`src/rtl/mem_arbiter.sv`:
```
// ============================================================================
// mem_arbiter
// ----------------------------------------------------------------------------
// Two-client arbiter in front of a single-request memory controller.
//   Port A : instruction fetch, read-only.
//   Port B : data access, read or write.
// One transaction is in flight at a time. Each transaction walks through
// IDLE -> BUSY -> RELEASE -> IDLE. The granted port's done output pulses
// during the RELEASE cycle.
//
// Configuration macro:
//   MEM_ARBITER_ROUND_ROBIN_EN
//     - Undefined (default): port B always wins a tie.
//     - Defined: a tie goes to the port that did not win the previous grant,
//       as recorded in last_grant. last_grant resets to A, so the first tie
//       after reset is granted to B.
//
// Ports:
//   clk                  : single clock; all state updates on the rising edge
//   rst                  : synchronous, active-high reset; overrides ena
//   ena                  : clock enable; when low, every register holds
//   a_req / a_addr       : port A request level and read address
//   a_rdata / a_done     : port A read data and one-cycle completion pulse
//   b_req / b_addr       : port B request level and address
//   b_wdata / b_we       : port B write data and write enable (1 = write)
//   b_rdata / b_done     : port B read data and one-cycle completion pulse
//   mem_request          : request level to the controller
//   mem_address          : latched address for the controller
//   mem_write_value      : latched write data (0 for port A)
//   mem_write_enable     : latched write enable (0 for port A)
//   mem_read_value       : read data returned by the controller
//   mem_request_complete : controller completion indication
//   busy                 : high while in BUSY or RELEASE
// ============================================================================
module mem_arbiter #(
    parameter int ADDR_W = 17,
    parameter int WORD_W = 16
) (
    input  logic              clk,
    input  logic              rst,
    input  logic              ena,

    input  logic              a_req,
    input  logic [ADDR_W-1:0] a_addr,
    output logic [WORD_W-1:0] a_rdata,
    output logic              a_done,

    input  logic              b_req,
    input  logic [ADDR_W-1:0] b_addr,
    input  logic [WORD_W-1:0] b_wdata,
    input  logic              b_we,
    output logic [WORD_W-1:0] b_rdata,
    output logic              b_done,

    output logic              mem_request,
    output logic [ADDR_W-1:0] mem_address,
    output logic [WORD_W-1:0] mem_write_value,
    output logic              mem_write_enable,
    input  logic [WORD_W-1:0] mem_read_value,
    input  logic              mem_request_complete,

    output logic              busy
);

    // FSM encoding
    localparam logic [1:0] ST_IDLE    = 2'd0;
    localparam logic [1:0] ST_BUSY    = 2'd1;
    localparam logic [1:0] ST_RELEASE = 2'd2;

    logic [1:0] state;

    // Which client owns the outstanding transaction (1 = port B).
    logic grant_b;

    // Grant decision for the current IDLE cycle (1 = port B).
    logic grant_b_next;

    // Any client asking for service this cycle.
    logic any_req;

`ifdef MEM_ARBITER_ROUND_ROBIN_EN
    // Port that won the most recent grant (1 = B). Resets to A so that the
    // first tie after reset goes to B.
    logic last_grant;
`endif

    assign any_req = a_req | b_req;

    // Grant selection. A lone requester always wins. On a tie the default
    // build favours port B so data accesses never wait behind fetches; the
    // round-robin build alternates by handing the tie to whichever port did
    // not win last time.
`ifdef MEM_ARBITER_ROUND_ROBIN_EN
    always_comb begin
        grant_b_next = b_req;
        if (a_req && b_req) begin
            grant_b_next = ~last_grant;
        end
    end
`else
    always_comb begin
        grant_b_next = b_req;
    end
`endif

    // busy covers both the wait for the controller and the release cycle,
    // so a client can see that the arbiter is not ready to accept yet.
    assign busy = (state == ST_BUSY) || (state == ST_RELEASE);

    // Main FSM and datapath. Reset wins over ena. With ena low nothing
    // moves, which also stretches a done pulse so that it still spans
    // exactly one enabled cycle. The request is captured in IDLE and the
    // controller-facing outputs stay frozen through BUSY, so clients may
    // change their inputs freely once granted.
    always_ff @(posedge clk) begin
        if (rst) begin
            state            <= ST_IDLE;
            grant_b          <= 1'b0;
            mem_request      <= 1'b0;
            mem_address      <= '0;
            mem_write_value  <= '0;
            mem_write_enable <= 1'b0;
            a_rdata          <= '0;
            b_rdata          <= '0;
            a_done           <= 1'b0;
            b_done           <= 1'b0;
`ifdef MEM_ARBITER_ROUND_ROBIN_EN
            last_grant       <= 1'b0;
`endif
        end else if (ena) begin
            case (state)
                ST_IDLE: begin
                    a_done <= 1'b0;
                    b_done <= 1'b0;
                    if (any_req) begin
                        grant_b     <= grant_b_next;
                        mem_request <= 1'b1;
                        state       <= ST_BUSY;
`ifdef MEM_ARBITER_ROUND_ROBIN_EN
                        last_grant  <= grant_b_next;
`endif
                        if (grant_b_next) begin
                            mem_address      <= b_addr;
                            mem_write_value  <= b_wdata;
                            mem_write_enable <= b_we;
                        end else begin
                            // Port A is fetch-only: never present write data.
                            mem_address      <= a_addr;
                            mem_write_value  <= '0;
                            mem_write_enable <= 1'b0;
                        end
                    end
                end

                ST_BUSY: begin
                    if (mem_request_complete) begin
                        mem_request <= 1'b0;
                        state       <= ST_RELEASE;
                        if (grant_b) begin
                            b_done <= 1'b1;
                            // A write leaves the last read result intact.
                            if (!mem_write_enable) begin
                                b_rdata <= mem_read_value;
                            end
                        end else begin
                            a_done  <= 1'b1;
                            a_rdata <= mem_read_value;
                        end
                    end
                end

                ST_RELEASE: begin
                    // One dead cycle with the request low; requests seen
                    // here are deliberately ignored.
                    a_done <= 1'b0;
                    b_done <= 1'b0;
                    state  <= ST_IDLE;
                end

                default: begin
                    a_done      <= 1'b0;
                    b_done      <= 1'b0;
                    mem_request <= 1'b0;
                    state       <= ST_IDLE;
                end
            endcase
        end
    end

endmodule

```
`config.mk`:
```
export PLATFORM = sky130hd
export DESIGN_NAME = mem_arbiter
export DESIGN_NICKNAME = d
export VERILOG_FILES = /design/src/rtl/mem_arbiter.sv
export SDC_FILE = /design/constraint.sdc
export NUM_CORES = 1
export LEC_CHECK = 0
export ABC_AREA = 1
export CORE_ASPECT_RATIO = 2
export CORE_MARGIN = 3
export CORE_UTILIZATION = 40
export DETAILED_ROUTE_END_ITERATION = 7
export GPL_TIMING_DRIVEN = 0
export PLACE_DENSITY_LB_ADDON = 0.1
export SKIP_LAST_GASP = 1
export SYNTH_ARGS = -nofsm -noshare
export SYNTH_HDL_FRONTEND = slang
export SYNTH_SLANG_ARGS = --single-unit
```
`constraint.sdc`:
```
create_clock -name clk -period 1.49 [get_ports clk]
set_input_delay 0.298 -clock clk [delete_from_list [all_inputs] [get_ports clk]]
set_output_delay 0.298 -clock clk [all_outputs]
set_load 0.05 [all_outputs]
```
Word-level counts from Yosys, hierarchy flattened
Index checks and enable logic that the tools add are counted.

Equal/unequal tests: 6. Muxes and demuxes: 15. Bitwise logic cells: 4. Reductions and logical operators: 9.

Operator list (number): $mux 17 (1); $mux 16 (1); $reduce_and 3->1 (4); $mux 1 (9); $ne 2x2->1 const B (4); $reduce_and 4->1 (2); $reduce_and 5->1 (1); $mux 2 (2); $pmux 2 s2 (1); $not 1->1 (3); $pmux 1 s3 (1); $eq 2x1->1 const B (1); $eq 2x2->1 const B (1); $logic_not 2->1 (1); $logic_or 1x1->1 (1); $or 1x1->1 (1).

Register bits after elaboration: 72. Word-level logic and storage cells: 44.

Longest topological paths before layout
Gate-level depths: netlist of the first run.

Depth in word-level cells: 3. Gate-level depth with buffers: 9. Depth with buffers taken out: 9.

Least setup slack after synthesis of the first run
No wires, ideal clock.

Kind: register -> register. Start: register state[0]. End: register mem_write_value[10]. Arrival: 1.206 ns. Data required time: 1.358 ns. Path slack: 0.152 ns. Cell stages (with the launch flop): 8. Period minus slack after synthesis: 1.338 ns. Cells stage by stage: dfxtp_1 > inv_1 > ha_1 > nand3_1 > clkinv_1 > buf_6 > nand2_1 > a21oi_1.

Word-level cells in the longest chain between the ends: 2.

Ends and longest elaborated chain: from (decl) (RTL line 70) `logic [1:0] state;`; from (signal assigned) (RTL line 117) `state <= ST_IDLE;`; from (signal assigned) (RTL line 138) `state <= ST_BUSY;`; from (signal assigned) (RTL line 158) `state <= ST_RELEASE;`; $logic_not 2->1 (RTL line 131) `case (state)`; $reduce_and 3->1 (no source line); to (signal assigned) (RTL line 144) `mem_write_value <= b_wdata;`; to (decl) (RTL line 57) `output logic [WORD_W-1:0] mem_write_value,`.

No other way between the ends. A chain may end at the register's enable or synchronous reset.

Worst setup path after layout of the first run
Start: register state[0]. End: output busy.

Word-level cells in the longest chain between the ends: 2. Elaborated cells between the ends (all ways): 3.

Ends and longest elaborated chain: $eq 2x1->1 or $eq 2x2->1 (tied branches) (RTL line 108) `assign busy = (state == ST_BUSY) || (state == ST_RELEASE);`; $logic_or 1x1->1 * (RTL line 108); to (decl) (RTL line 62) `output logic busy`.

Mark *: on every way between the ends. The rest lies on a longest branch, timed or not.

==> results by group, run 1 <==
Die
  – I/O pin total: between 100 and 150
  – Die Y: 126 um
  – Die span in x: 66.1 um
  – # rows: 43
  – Die footprint: 8340 um^2
  – Starting density of the core: 0.413
  – Core ar.: approximately 7000 um^2

Min path
  – Hold path startpoint: mem_write_value[0]
  – Hold Crit Class: flip-flop to flip-flop
  – Worst hold path cell count: 2
  – End of the worst hold path: mem_write_value[0]

Layout
  – Synthesis-to-finish area growth: 59.6%
  – Nets: about 630
  – Filler cells: 636
  – Layout cells sized above 1: 0.185
  – Most common cell after layout, fill and taps aside: nand2_1
  – Most frequent cells in the layout: nand2_1 (134), clkdlybuf4s50_1 (71), dfxtp_1 (70), nor2_1 (68), clkbuf_2 (47)
  – Diodes inserted: 0

STA
  – Final hold vios: 0
  – Minimum hold slack: 459 ps
  – Slew Limit Fails: 0
  – Setup violators final: 0
  – Worst Tran Pin Value: 503 ps
  – Clock skew: 5.54 ps
  – Rel. slew slack: 0.666
  – Max Fclk: 0.674 GHz
  – Final min period: 1480 ps
  – RSZ-0062 raised after global routing: yes
  – Final period utilization: 0.996

Logic synthesis
  – Warnings, synthesis: 0
  – Mapped Area: 2890 um^2
  – Syn Area/Cell: roughly 7.3 um^2
  – Area leader, netlist: dfxtp_1
  – Sequential area share after synthesis: 0.499
  – Synth Register Bits: a little over 70
  – Mapped Nets: 474
  – Synth cell types: 24
  – Syn Inst Count: 397
  – Post-synth top area share: 0.499
  – Synth top area cells: dfxtp_1 (50%), nand2_1 (17%), nor2_1 (8.8%), a21oi_1 (6.6%), o21ai_0 (4.3%)

Global route
  – M3 GR Usage: 0.0678
  – Total GRT Usage: 0.211
  – GR Util met2: 0.405
  – Largest net degree at the start of global routing: 13
  – Initial antenna violation count: 0
  – Vias in the first global route: 2,886
  – GRT overflow: 0
  – Most used routing layer: met2
  – Global-route wire length before repair: roughly 14,000 um
  – Met1 Use GR: 0.193

Route
  – Routed wire length: approximately 8400 um
  – 1st-pass router iterations: 4
  – Starting DRT DRC Count: 92
  – Post-DR wirelength/cell: 12.9 um
  – Vias per Instance: 4.63
  – Post-route DRC: 0
  – DR vias: approximately 3,000
  – Detail Route Antenna Nets: 0

Status
  – Status: complete, no violations

Clock network
  – Root Buffer: clkbuf_16
  – H-tree depth: 3
  – TritonCTS Buffers: 9
  – Max clock buf depth: 2
  – Cts hold-fix bufs: 0
  – Clock slew at reported path FFs: 50 ps
  – CTS tree: yes
  – Sinks on Clock Net: 72
  – Worst skew pair latency: 340 ps

Critical path
  – Reg-to-Reg End: b_rdata[11]
  – Critical path launch point: state[0]
  – Arrival time worst endpoint: 1190 ps
  – Required time of the critical path: between 1000 and 1500 ps
  – Worst Path Max Fanout: 4
  – Reg2Reg Depth: 8
  – R2r setup slk: approximately 90 ps
  – Crit path kind: flip-flop to primary output
  – R2R Path Start: state[1]
  – Startpoint types: flip-flop
  – Worst Setup End Kind: primary output

Pwr
  – Worst ir drop on vdd: 0.000789 V
  – P per Cell Area: 1180 nW/um^2
  – LEAKAGE: 1.98 nW
  – Total design power: ~5.5 mW

Job
  – Max cap viols: 0

Placement
  – GPL Wtd Cong: 0.789
  – Dpl hpwl: between 6000 and 7000 um
  – Port Buffers: 142
## routing by layer
| metal | share of wire | up-vias |
|---|---|---|
| li1 | - | 1558 |
| met3 | 0.070 | 9 |
| met4 | 0.019 | 0 |
| met1 | 0.32 | 1315 |
| met2 | 0.59 | 106 |
| met5 | 0 | - |
## what timing repair did
action                                  CTS  global route
gates resized for setup                 156            70
buffers inserted                          1             0
endpoints found under the setup margin  106           107
pin swaps                                 0             1
## cell families (layout without fill, tap and decap cells)
kind of cell               Yosys count  in the layout  synth area share
AOI/OAI and AO/OA                   73             73             0.126
adders and majority gates            4              4            0.0173
DFF                                 72             72             0.499
and+or+nand+nor                    211            211             0.291
buffers and inverters               37            196            0.0662
## worst max-delay path, stage by stage, from the launching register on
cell	delay, ps
dfxtp_2	360
inv_1	90
ha_4	270
buf_8	140
## worst max-delay path by stage
stage | slack, ps | cells after the start | endpoint
global placement | -480 | 4 | mem_write_value[11]
CTS | -270 | 3 | busy
global route | -40 | 9 | b_rdata[14]
detailed placement | -490 | 4 | mem_address[1]
finish | 6 | 3 | busy
floorplan | 150 | 7 | mem_write_value[10]
## Yosys cell counts (all sizes together)
| master | n |
|---|---|
| nand2 | 136 |
| dfxtp | 72 |
| nor2 | 69 |
| a21oi | 38 |
| o21ai | 35 |
| inv | 17 |
| buf | 11 |
| clkbuf | 8 |
| ha | 4 |
| nand3 | 4 |
| nand4 | 2 |
| clkinv | 1 |
## through the flow
| stage | instances | TNS (ps) | cell area, um^2 | worst slack, ps | util |
|---|---|---|---|---|---|
| after floorplan | 397 | 0 | 2890 | 152 | - |
| after global placement | 629 | -22490 | 4420 | -480 | 0.633 |
| after detailed placement | 629 | -23540 | 4420 | -485 | 0.633 |
| after CTS | 646 | -329 | 4790 | -273 | 0.684 |
| after global routing | 646 | -659 | 4610 | -42.6 | 0.660 |
| final | 646 | 0 | 4610 | 6.38 | 0.660 |
## state kept, by name, indices dropped and copies added (netlist names)
register and cells:
a_rdata 16, b_rdata 16, state 2, b_done 1
mem_request 1, mem_write_enable 1, a_done 1, mem_address 17
mem_write_value 16, grant_b 1
## report_power, final
group	switching, mW	leakage, nW	internal, mW
registers	0.0456	0.586	2.01
logic	0.606	1.23	0.380
clock network	0.786	0.162	1.63
total	1.44	1.98	4.02
## layout make-up
cell class | count | area (um^2) | share of cell area
timing repair buffer | 143 | 1230 | 0.266
sequential | 72 | 1440 | 0.313
clock inverter | 6 | 108 | 0.0233
inverter | 18 | 82.6 | 0.0179
multi-input combinational | 288 | 1270 | 0.276
tap | 90 | 113 | 0.0244
clock buffer | 10 | 229 | 0.0496
buffer | 19 | 134 | 0.0290
(Power assumes the default switching activity.)
==> run 2: changes to the inputs <==
--- a/config.mk
+++ b/config.mk
@@ -11,7 +11,7 @@
 export CORE_UTILIZATION = 40
 export DETAILED_ROUTE_END_ITERATION = 7
 export GPL_TIMING_DRIVEN = 0
-export PLACE_DENSITY_LB_ADDON = 0.1
+export PLACE_DENSITY_LB_ADDON = 0.08
 export SKIP_LAST_GASP = 1
 export SYNTH_ARGS = -nofsm -noshare
 export SYNTH_HDL_FRONTEND = slang
==> run 2 against run 1 <==
The run now ends with setup timing left. Count of clock-buffer cells in the layout grew 2. Wire length grew 2.1%. Die area is the same. Critical path depth is the same. Cell count grew 0.31%. Sequential cell count is the same. Largest power group unchanged. Highest routed layer unchanged.
==> results by group, run 2 (synthesis gave the netlist of run 1 again) <==
Critical path
  – Largest stage delay, worst path: 370 ps (about the same)
  – Reg-to-Reg End: b_rdata[7]
  – Crit path buf inv count: 2 (unchanged)
  – Worst Path Max Fanout: 4 (unchanged)
  – R2R Path Start: state[1]
  – CP endpoint: busy
  – Worst path depth: 3 (unchanged)
  – Crit-path slowest cell: dfxtp_2
  – Reg2Reg Depth: 8 (unchanged)
  – Arrival time worst endpoint: 1210 ps (+20 ps)
  – Startpoint types: flip-flop
  – R2r setup slk: 70 ps (-20 ps)
  – CP cell instances: inv_1 > ha_4 > buf_6
  – Crit path kind: flip-flop to primary output
  – Required time of the critical path: 1190 ps (about the same)
  – Worst Setup End Kind: primary output
  – Critical path launch point: state[0]
  – Family with the most delay on the worst path: flip-flops

Layout
  – Multi-input logic area: 1290 um^2 (+0.98%)
  – Top reg by flops: mem_address
  – Final Core Density: 0.664 (+0.00483)
  – Fin cells: 648 (+0.31%)
  – Seq. cell area: 1440 um^2 (unchanged)
  – Diodes inserted: 0 (unchanged)
  – Filler cells: 624 (-1.9%)
  – Synthesis-to-finish area growth: 60.8%
  – Most common cell after layout, fill and taps aside: nand2_1
  – Layout cells sized above 1: 0.186 (+0.00113)
  – Max FFs per register: 17 (unchanged)
  – Most frequent cells in the layout: nand2_1 (133), clkdlybuf4s50_1 (71), dfxtp_1 (70), nor2_1 (68), clkbuf_2 (44)
  – Nets: 631 (+0.48%)

Placement
  – Port Buffers: 142 (unchanged)
  – Inst Count DP: 629 (unchanged)
  – GPL Wtd Cong: 0.800 (+1.4%)
  – Dpl hpwl: 6710 um (+0.85%)
  – Pre-CTS setup slack: -438 ps (+47.4 ps)

STA
  – Rel. slew slack: 0.664 (-0.00139)
  – Final min period: 1510 ps (+29.0 ps)
  – Minimum hold slack: 459 ps (+0.0990 ps)
  – Setup slack after layout: -22.7 ps (-29.0 ps)
  – Max Fclk: 0.661 GHz (-1.9%)
  – Slew Limit Fails: 0 (unchanged)
  – Final hold vios: 0 (unchanged)
  – Setup violators final: 1 (+1)
  – Clock skew: 6.09 ps (+0.552 ps)
  – Final period utilization: 1.02 (+0.0195)
  – Worst Tran Pin Value: 505 ps (+2.10 ps)
  – RSZ-0062 raised after global routing: yes

Die
  – Starting density of the core: 0.413 (unchanged)
  – Core ar.: 6990 um^2 (unchanged)
  – # rows: 43 (unchanged)
  – I/O pin total: 143 (unchanged)
  – Die Y: 126 um (unchanged)
  – Die footprint: 8340 um^2 (unchanged)
  – Die span in x: 66.1 um (unchanged)

Status
  – Status: complete, but fails checks
  – Failing checks: setup timing

Route
  – DR vias: 3,000 (+0.40%)
  – Routed length on met3: 603 um (+3.1%)
  – Vias per Instance: 4.63 (about the same)
  – Post-route DRC: 0 (unchanged)
  – Post-DR wirelength/cell: 13.2 um (+1.8%)
  – Detail Route Antenna Nets: 0 (unchanged)
  – Starting DRT DRC Count: 167 (+82%)
  – Met2 wire length: 5020 um (+2.4%)
  – Met1 WL: 2760 um (+1.7%)
  – Routed wire length: 8540 um (+2.1%)
  – Top Layer Used: met4
  – 1st-pass router iterations: 4 (unchanged)

Clock network
  – Clock slew at reported path FFs: 60 ps (about the same)
  – TritonCTS Buffers: 9 (unchanged)
  – Sinks on Clock Net: 72 (unchanged)
  – CTS tree: yes
  – Worst skew pair latency: 330 ps (about the same)
  – Max clock buf depth: 2 (unchanged)
  – H-tree depth: 3 (unchanged)
  – Root Buffer: clkbuf_16

Min path
  – Hold Crit Class: flip-flop to flip-flop

Global route
  – Total GRT Usage: 0.213 (+0.00164)
  – Vias in the first global route: 2,929 (+1.5%)
  – GRT overflow: 0 (unchanged)
  – Global-route wire length before repair: 13,600 um (+0.41%)
  – Initial antenna violation count: 0 (unchanged)
  – Largest net degree at the start of global routing: 12 (-1)

Job
  – Max cap viols: 0 (unchanged)

Pwr
  – Total design power: 5.35 mW (-1.9%)
  – LEAKAGE: 1.99 nW (+0.66%)
  – P per Cell Area: 1150 nW/um^2 (-2.6%)
  – Worst ir drop on vdd: 0.000865 V (+9.6%)
## run 2: changes by cell type in the layout (fill, tap and decap cells not counted), sizes merged
cell / delta
buf: +3
clkbuf: -2
clkdlybuf4s15: +4
clkinvlp: -1
clkinv: -1
bufinv: -1
## run 2: cell type report
class                      count  share of cell area
clock buffer                  12              0.0552
buffer                        19              0.0283
timing repair buffer         146               0.273
clock inverter                 3              0.0140
inverter                      18              0.0178
tap                           90              0.0242
multi-input combinational    288               0.277
sequential                    72               0.311
## run 2: worst min-delay path by stage
stage | from | to | slack [ps] | cells past startpoint
after global routing | mem_write_value[9] | mem_write_value[9] | 480 | 2
after floorplan | mem_read_value[10] | b_rdata[10] | 440 | 2
after CTS | mem_write_value[4] | mem_write_value[4] | 460 | 2
after global placement | mem_write_value[7] | mem_write_value[7] | 450 | 2
after detailed placement | mem_write_value[15] | mem_write_value[15] | 460 | 2
final | mem_write_value[4] | mem_write_value[4] | 460 | 2
## run 2: power by group
part / switching (mW) / leakage, nW / internal (mW)
clock network: 0.748 / 0.159 / 1.54
logic: 0.612 / 1.25 / 0.389
registers: 0.0472 / 0.586 / 2.01
## run 2: worst register-to-register path, cell delays in order, from the launching register on
cell	delay (ps)
dfxtp_2	330
inv_2	100
ha_2	220
nand2_1	50
inv_1	100
nand2_4	100
buf_6	160
o21ai_1	160
nor2_1	70
## run 2: timing repair
item / CTS / global route
hold buffers: 0 / 0
endpoints found under the setup margin: 105 / 96
endpoints found under the hold margin: 0 / 0
setup buffers: 1 / 3
resized for setup: 153 / 72
pin swaps: 0 / 1
## run 2: stage by stage
step / area [um^2] / TNS (ps)
6_report: 4650 / -22.7
5_1_grt: 4650 / -69.5
4_1_cts: 4770 / -334
3_5_place_dp: 4420 / -22590
3_3_place_gp: 4420 / -19710
2_1_floorplan: 2890 / 0
## run 2: layer usage
metal | global-route usage | vias to the layer above
li1 | - | 1559
met2 | 0.418 | 106
met3 | 0.0803 | 10
met1 | 0.181 | 1325
met4 | 0.0766 | 0
met5 | 0 | -
